--- src/rtl/frame_dispatcher_if.sv ---
// Signal bundle between frame_dispatcher, its descriptor producer and the frame controller.
// The master view is the dispatcher itself. The slave view is the surrounding environment:
// the descriptor source plus the downstream controller.
interface frame_dispatcher_if #(
  parameter int unsigned ADDR_WIDTH = 32,
  parameter int unsigned FIFO_DEPTH = 4
);

  localparam int unsigned CW = $clog2(FIFO_DEPTH) + 1;

  // Descriptor intake
  logic                  desc_valid;
  logic                  desc_ready;
  logic [ADDR_WIDTH-1:0] desc_base_addr;
  logic [15:0]           desc_frame_depth;
  logic [7:0]            desc_lane_stride;
  logic [31:0]           desc_exec_hints;
  logic                  flush;

  // Issue side towards the frame controller
  logic [ADDR_WIDTH-1:0] base_addr;
  logic [15:0]           frame_depth;
  logic [7:0]            lane_stride;
  logic [31:0]           exec_hints;
  logic                  start_trigger;
  logic                  frame_done;

  // Status
  logic                  busy;
  logic [CW-1:0]         fifo_count;
  logic [15:0]           frames_completed;
  logic [7:0]            drop_count;
  logic                  irq;

  modport master (
    input  desc_valid,
    output desc_ready,
    input  desc_base_addr,
    input  desc_frame_depth,
    input  desc_lane_stride,
    input  desc_exec_hints,
    input  flush,
    output base_addr,
    output frame_depth,
    output lane_stride,
    output exec_hints,
    output start_trigger,
    input  frame_done,
    output busy,
    output fifo_count,
    output frames_completed,
    output drop_count,
    output irq
  );

  modport slave (
    output desc_valid,
    input  desc_ready,
    output desc_base_addr,
    output desc_frame_depth,
    output desc_lane_stride,
    output desc_exec_hints,
    output flush,
    input  base_addr,
    input  frame_depth,
    input  lane_stride,
    input  exec_hints,
    input  start_trigger,
    output frame_done,
    input  busy,
    input  fifo_count,
    input  frames_completed,
    input  drop_count,
    input  irq
  );

endinterface

--- src/rtl/frame_dispatcher.sv ---
// Descriptor queue and issue sequencer in front of the frame controller.
// Descriptors are buffered in a small FIFO and issued one at a time: the head's fields are
// loaded into registered outputs, a one-cycle start_trigger follows, and the next issue waits
// for frame_done. Zero-depth descriptors are discarded and counted; completions are counted
// and each raises a one-cycle irq.
// FIFO_DEPTH must be a power of two and at least 2 so the pointers wrap naturally.
module frame_dispatcher #(
  parameter int unsigned ADDR_WIDTH = 32,
  parameter int unsigned FIFO_DEPTH = 4
) (
  input logic                clk,
  input logic                reset,
  frame_dispatcher_if.master bus
);

  localparam int unsigned CW = $clog2(FIFO_DEPTH) + 1;
  localparam int unsigned PW = $clog2(FIFO_DEPTH);
  localparam int unsigned DW = ADDR_WIDTH + 16 + 8 + 32;

  typedef enum logic [1:0] {StIdle, StIssue, StWait} state_e;

  // FIFO storage and bookkeeping
  logic [DW-1:0] mem_q [FIFO_DEPTH];
  logic [PW-1:0] wr_ptr_q;
  logic [PW-1:0] rd_ptr_q;
  logic [CW-1:0] count_q;

  // Head-of-queue fields
  logic [ADDR_WIDTH-1:0] head_addr;
  logic [15:0]           head_depth;
  logic [7:0]            head_stride;
  logic [31:0]           head_hints;

  // Sequencer state and registered outputs
  state_e                state_q;
  logic [ADDR_WIDTH-1:0] base_addr_q;
  logic [15:0]           frame_depth_q;
  logic [7:0]            lane_stride_q;
  logic [31:0]           exec_hints_q;
  logic                  start_trigger_q;
  logic                  irq_q;
  logic [15:0]           frames_completed_q;
  logic [7:0]            drop_count_q;

  logic desc_ready;
  logic push;
  logic pop;

  // Ready ignores a same-cycle pop so the handshake never depends on the sequencer.
  assign desc_ready = (count_q < CW'(FIFO_DEPTH)) && !bus.flush;
  assign push       = bus.desc_valid && desc_ready;
  // The sequencer takes the head whenever it is idle; flush wins over the pop.
  assign pop        = (state_q == StIdle) && (count_q != '0) && !bus.flush;

  assign {head_addr, head_depth, head_stride, head_hints} = mem_q[rd_ptr_q];

  // Descriptor storage; contents need no reset because count_q gates every read.
  always_ff @(posedge clk) begin
    if (push) begin
      mem_q[wr_ptr_q] <= {bus.desc_base_addr, bus.desc_frame_depth,
                          bus.desc_lane_stride, bus.desc_exec_hints};
    end
  end

  // Pointer and occupancy update; flush clears everything queued and suppresses push/pop.
  always_ff @(posedge clk or posedge reset) begin
    if (reset) begin
      wr_ptr_q <= '0;
      rd_ptr_q <= '0;
      count_q  <= '0;
    end else if (bus.flush) begin
      wr_ptr_q <= '0;
      rd_ptr_q <= '0;
      count_q  <= '0;
    end else begin
      if (push) begin
        wr_ptr_q <= wr_ptr_q + 1'b1;
      end
      if (pop) begin
        rd_ptr_q <= rd_ptr_q + 1'b1;
      end
      if (push && !pop) begin
        count_q <= count_q + 1'b1;
      end else if (pop && !push) begin
        count_q <= count_q - 1'b1;
      end
    end
  end

  // Issue sequencer with registered descriptor fields, pulses and counters.
  always_ff @(posedge clk or posedge reset) begin
    if (reset) begin
      state_q            <= StIdle;
      base_addr_q        <= '0;
      frame_depth_q      <= '0;
      lane_stride_q      <= '0;
      exec_hints_q       <= '0;
      start_trigger_q    <= 1'b0;
      irq_q              <= 1'b0;
      frames_completed_q <= '0;
      drop_count_q       <= '0;
    end else begin
      start_trigger_q <= 1'b0;
      irq_q           <= 1'b0;
      unique case (state_q)
        StIdle: begin
          if (pop) begin
            if (head_depth == 16'd0) begin
              // Empty frames never reach the controller; count them, saturating.
              if (drop_count_q != 8'hff) begin
                drop_count_q <= drop_count_q + 8'd1;
              end
            end else begin
              base_addr_q   <= head_addr;
              frame_depth_q <= head_depth;
              lane_stride_q <= head_stride;
              exec_hints_q  <= head_hints;
              state_q       <= StIssue;
            end
          end
        end
        StIssue: begin
          // Pulse lands the cycle after ISSUE, so fields have been stable a full cycle before.
          start_trigger_q <= 1'b1;
          state_q         <= StWait;
        end
        StWait: begin
          if (bus.frame_done) begin
            frames_completed_q <= frames_completed_q + 16'd1;
            irq_q              <= 1'b1;
            state_q            <= StIdle;
          end
        end
        default: begin
          state_q <= StIdle;
        end
      endcase
    end
  end

  // Output wiring
  assign bus.desc_ready       = desc_ready;
  assign bus.base_addr        = base_addr_q;
  assign bus.frame_depth      = frame_depth_q;
  assign bus.lane_stride      = lane_stride_q;
  assign bus.exec_hints       = exec_hints_q;
  assign bus.start_trigger    = start_trigger_q;
  assign bus.busy             = (state_q != StIdle);
  assign bus.fifo_count       = count_q;
  assign bus.frames_completed = frames_completed_q;
  assign bus.drop_count       = drop_count_q;
  assign bus.irq              = irq_q;

endmodule

--- src/flat_wrapper.sv ---
// flat-port wrapper written by rule: the top's interface ports become plain ports
module frame_dispatcher_flat 
#(
  parameter int unsigned ADDR_WIDTH = 32,
  parameter int unsigned FIFO_DEPTH = 4
)
  (clk, reset, bus_desc_valid, bus_desc_ready, bus_desc_base_addr, bus_desc_frame_depth, bus_desc_lane_stride, bus_desc_exec_hints, bus_flush, bus_base_addr, bus_frame_depth, bus_lane_stride, bus_exec_hints, bus_start_trigger, bus_frame_done, bus_busy, bus_fifo_count, bus_frames_completed, bus_drop_count, bus_irq);
  frame_dispatcher_if #(.ADDR_WIDTH(ADDR_WIDTH), .FIFO_DEPTH(FIFO_DEPTH)) bus_i ();
  input logic clk;
  input logic reset;
  input wire logic [$bits(bus_i.desc_valid)-1:0] bus_desc_valid;
  output wire logic [$bits(bus_i.desc_ready)-1:0] bus_desc_ready;
  input wire logic [$bits(bus_i.desc_base_addr)-1:0] bus_desc_base_addr;
  input wire logic [$bits(bus_i.desc_frame_depth)-1:0] bus_desc_frame_depth;
  input wire logic [$bits(bus_i.desc_lane_stride)-1:0] bus_desc_lane_stride;
  input wire logic [$bits(bus_i.desc_exec_hints)-1:0] bus_desc_exec_hints;
  input wire logic [$bits(bus_i.flush)-1:0] bus_flush;
  output wire logic [$bits(bus_i.base_addr)-1:0] bus_base_addr;
  output wire logic [$bits(bus_i.frame_depth)-1:0] bus_frame_depth;
  output wire logic [$bits(bus_i.lane_stride)-1:0] bus_lane_stride;
  output wire logic [$bits(bus_i.exec_hints)-1:0] bus_exec_hints;
  output wire logic [$bits(bus_i.start_trigger)-1:0] bus_start_trigger;
  input wire logic [$bits(bus_i.frame_done)-1:0] bus_frame_done;
  output wire logic [$bits(bus_i.busy)-1:0] bus_busy;
  output wire logic [$bits(bus_i.fifo_count)-1:0] bus_fifo_count;
  output wire logic [$bits(bus_i.frames_completed)-1:0] bus_frames_completed;
  output wire logic [$bits(bus_i.drop_count)-1:0] bus_drop_count;
  output wire logic [$bits(bus_i.irq)-1:0] bus_irq;
  assign bus_i.desc_valid = bus_desc_valid;
  assign bus_desc_ready = bus_i.desc_ready;
  assign bus_i.desc_base_addr = bus_desc_base_addr;
  assign bus_i.desc_frame_depth = bus_desc_frame_depth;
  assign bus_i.desc_lane_stride = bus_desc_lane_stride;
  assign bus_i.desc_exec_hints = bus_desc_exec_hints;
  assign bus_i.flush = bus_flush;
  assign bus_base_addr = bus_i.base_addr;
  assign bus_frame_depth = bus_i.frame_depth;
  assign bus_lane_stride = bus_i.lane_stride;
  assign bus_exec_hints = bus_i.exec_hints;
  assign bus_start_trigger = bus_i.start_trigger;
  assign bus_i.frame_done = bus_frame_done;
  assign bus_busy = bus_i.busy;
  assign bus_fifo_count = bus_i.fifo_count;
  assign bus_frames_completed = bus_i.frames_completed;
  assign bus_drop_count = bus_i.drop_count;
  assign bus_irq = bus_i.irq;
  frame_dispatcher #(.ADDR_WIDTH(ADDR_WIDTH), .FIFO_DEPTH(FIFO_DEPTH)) u_core (.clk(clk), .reset(reset), .bus(bus_i));
endmodule
--- config.mk ---
export PLATFORM = sky130hd
export DESIGN_NAME = frame_dispatcher_flat
export DESIGN_NICKNAME = d
export VERILOG_FILES = /design/src/rtl/frame_dispatcher_if.sv /design/src/rtl/frame_dispatcher.sv /design/src/flat_wrapper.sv
export SDC_FILE = /design/constraint.sdc
export NUM_CORES = 1
export LEC_CHECK = 0
export ABC_CLOCK_PERIOD_IN_PS = 4900
export CORE_UTILIZATION = 40
export CTS_CLUSTER_DIAMETER = 40
export CTS_CLUSTER_SIZE = 28
export DETAILED_ROUTE_END_ITERATION = 6
export PLACE_DENSITY = 0.62
export SYNTH_ARGS = -nofsm -noshare
export SYNTH_HDL_FRONTEND = slang
export SYNTH_SLANG_ARGS = --single-unit
--- constraint.sdc ---
create_clock -name clk -period 4.9 [get_ports clk]
set_clock_uncertainty 0.15 [all_clocks]
set_input_delay 0.49 -clock clk [delete_from_list [all_inputs] [get_ports clk]]
set_output_delay 0.49 -clock clk [all_outputs]
set_load 0.01 [all_outputs]
==> flow_metrics.py <==
metrics = {
    "power_and_ir_drop": {
        "p_total_mw": 13.2,
        "p_leak_nw": 7.95,
        "vdd_drop_max_uv": 401,
        "p_per_area_nw_per_um2": 578,
    },
    "critical_path": {
        "cp.arrival_ps": 3970,
        "critPathRequiredTime_ps": 5230,
        "worstSetupStartpointType": "register",
        "crit_fanout": 38,
        "crit_path_end_kind": "register",
        "r2r_cells": 6,
        "crit_type": "register to register",
    },
    "detailed_routing": {
        "routed_wl_mm": 35.2,
        "drt_iter0_markers": 411,
        "ant_nets": 0,
        "vias": 8406,
        "wl_per_cell_um": 20.6,
        "via_per_inst": 4.93,
        "drt_pass1_iterations": 4,
        "route.detailed.drc": 0,
    },
    "logic_synthesis": {
        "synth-edff-count": 352,
        "synthArstFlopShare": 0.259,
        "yosysSeqAreaShare": 0.774,
        "synth_top_area_frac": 0.599,
        "ys.warnings.count": 0,
        "ys_ff_latch": 475,
        "synth.avg_cell_area_um2": 22.1,
        "synth_ff_type": "edfxtp_1",
        "synth.distinct_cells": 35,
        "yosysTopAreaCell": "edfxtp_1",
        "netlist_instances": 800,
        "syn_area_um2": 17600,
        "synth_nets": 900,
        "synth.area.top_cells": "edfxtp_1 (60%), dfrtp_1 (17%), mux4_2 (11%), mux2_2 (5.2%), mux2_4 (0.77%)",
    },
    "finish": {
        "drive_gt1_frac": 0.283,
        "fillers": 3451,
        "final_cell_mix": "edfxtp_1 (352), clkdlybuf4s50_1 (211), dfrtp_1 (121)",
        "final_common_cell": "edfxtp_1",
        "multi_input_area_um2": 3780,
        "nets": 1163,
        "final_cells": 1705,
        "syn2layout_area_growth_pct": 29.0,
        "seqCellArea_um2": 13700,
    },
    "timing": {
        "hold_violations": 0,
        "holdWs_ps": 277,
        "finalSetupTns_ps": 0,
        "fin_crit_ps": 3640,
        "period_share": 0.742,
        "maxSlewViolCount": 0,
        "rsz0062_at_grt": "false",
        "fmax_mhz": 275,
        "max_slew_margin": 0.136,
        "worst_pin_slew_ps": 1260,
        "setup_viol_count_final": 0,
    },
    "global_routing": {
        "grt_pass1_vias": 9041,
        "grt.overflow.total": 0,
        "use_met1": 0.209,
        "grt-busiest-layer": "met2",
        "grt_max_degree": 84,
        "use_met2": 0.257,
        "grt_first_pass_wirelength_mm": 53.8,
        "grtUsageMet3": 0.0496,
        "grt_use_total": 0.161,
        "antenna_found_initial": 4,
    },
    "clock_tree": {
        "clkSlewWorstSetupHoldPaths_ps": 60,
        "cts_max_level": 2,
        "post_cts_buffers": 0,
        "clockRootBuffer": "clkbuf_16",
        "cts-resized-gates": 0,
        "cts_hold_buf": 0,
        "clock-sinks": 475,
        "cts-buffers-inserted": 61,
        "cts_buffer_depth": 3,
        "cts_tree": "built",
        "clock_latency_ps": 600,
    },
    "place": {
        "place_inst": 1585,
        "numPortBuffers": 211,
        "hpwl_mm": 20.9,
        "gp_congestion": 0.752,
    },
    "floorplanning": {
        "die_w_um": 212,
        "die-area_um2": 45000,
        "pin_count": 212,
        "start_util": 0.408,
        "fp.coreArea_um2": 43300,
        "die_y_um": 212,
        "row_count": 76,
    },
    "flow_run": {
        "max-cap-violations": 0,
    },
    "status": {
        "status": "finished clean",
    },
    "worst_hold_path": {
        "worstHoldPathType": "input port to asynchronous set/reset pin",
    },
}
## cells in the mapped netlist, types with 2 or more instances
| master | number |
|---|---|
| edfxtp_1 | 352 |
| dfrtp_1 | 123 |
| mux4_2 | 88 |
| mux2_2 | 81 |
| clkbuf_1 | 17 |
| nor2_1 | 14 |
| xor2_1 | 14 |
| xnor2_1 | 13 |
| nand2_1 | 11 |
| and3_1 | 10 |
| mux2_4 | 9 |
| buf_4 | 7 |
| inv_1 | 7 |
| ha_1 | 6 |
| nand3_1 | 6 |
| nand4_1 | 5 |
| nor2b_1 | 4 |
| nor4_1 | 4 |
| and2_1 | 3 |
| and4_1 | 3 |
| buf_6 | 3 |
| nor3_1 | 3 |
| a21oi_1 | 2 |
| buf_12 | 2 |
| buf_2 | 2 |
| or2_2 | 2 |
## state kept, by name (all words and copies together), names as in the netlist
register and count:
u_core.bus.base_addr 32, u_core.bus.drop_count 8, u_core.bus.exec_hints 32, u_core.bus.fifo_count 3, u_core.bus.frame_depth 16, u_core.bus.frames_completed 16
u_core.bus.irq 1, u_core.bus.lane_stride 8, u_core.bus.start_trigger 1, u_core.mem_q 352, u_core.rd_ptr_q 2, u_core.state_q 2
u_core.wr_ptr_q 2
## cell families (layout without fill, tap and decap cells)
kind of cell / Yosys count / after routing / share of synthesized area
DFF: 475 / 475 / 0.774
muxes: 178 / 178 / 0.172
and+or+nand+nor: 68 / 68 / 0.0206
buffers and inverters: 39 / 354 / 0.0130
xor gates and xnor gates: 27 / 27 / 0.0134
adders and majority gates: 7 / 7 / 0.00539
AOI/OAI and AO/OA: 6 / 6 / 0.00227
other: 0 / 5 / 0
## worst paths after layout
check	startpoint	to	slack (ps)
worst min register to register	u_core.state_q[1]	u_core.bus.start_trigger	320
max in group asynchronous	reset	u_core.bus.exec_hints[16]	3420
min in group clk	u_core.state_q[1]	u_core.bus.start_trigger	320
worst max-delay path	u_core.rd_ptr_q[0]	u_core.bus.exec_hints[15]	1260
worst min-delay path	reset	u_core.bus.exec_hints[29]	280
worst max register to register	u_core.rd_ptr_q[0]	u_core.bus.exec_hints[15]	1260
## where the power goes
group,switching (mW),internal [mW]
Clock,1.76,3.02
Sequential,0.357,4.97
Combinational,1.27,1.78
Total,3.38,9.78
## through the flow
step / utilization / cell area [um2] / worst slack, ps
finish: 0.526 / 22800 / 1260
global route: 0.526 / 22800 / 993
CTS: 0.526 / 22700 / 1170
detailed placement: 0.474 / 20500 / 1180
global placement: 0.474 / 20500 / 1250
floorplan: - / 17600 / 989
## worst max-delay path, stage by stage (launching register included)
cell,delay [ps]
dfrtp_4,640
mux4_2,570
nor4_1,450
nand4_1,430
nand3b_1,310
buf_4,520
mux2_2,410
## per-layer routing
layer / vias to the layer above / part of all wire
li1: 3762 / -
met1: 4368 / 0.43
met2: 211 / 0.48
met3: 63 / 0.072
met4: 2 / 0.022
met5: - / 0.00026
## cell type report
type                    instances  area share
well taps                     585      0.0322
flip-flops and latches        475       0.600
multi-input cells             286       0.166
inverters                       7     0.00137
clock inverters                47      0.0278
clock buffers                  68      0.0705
diodes                          5    0.000550
repair buffers                232       0.101
Note: power is estimated with default switching activity, not from simulation.
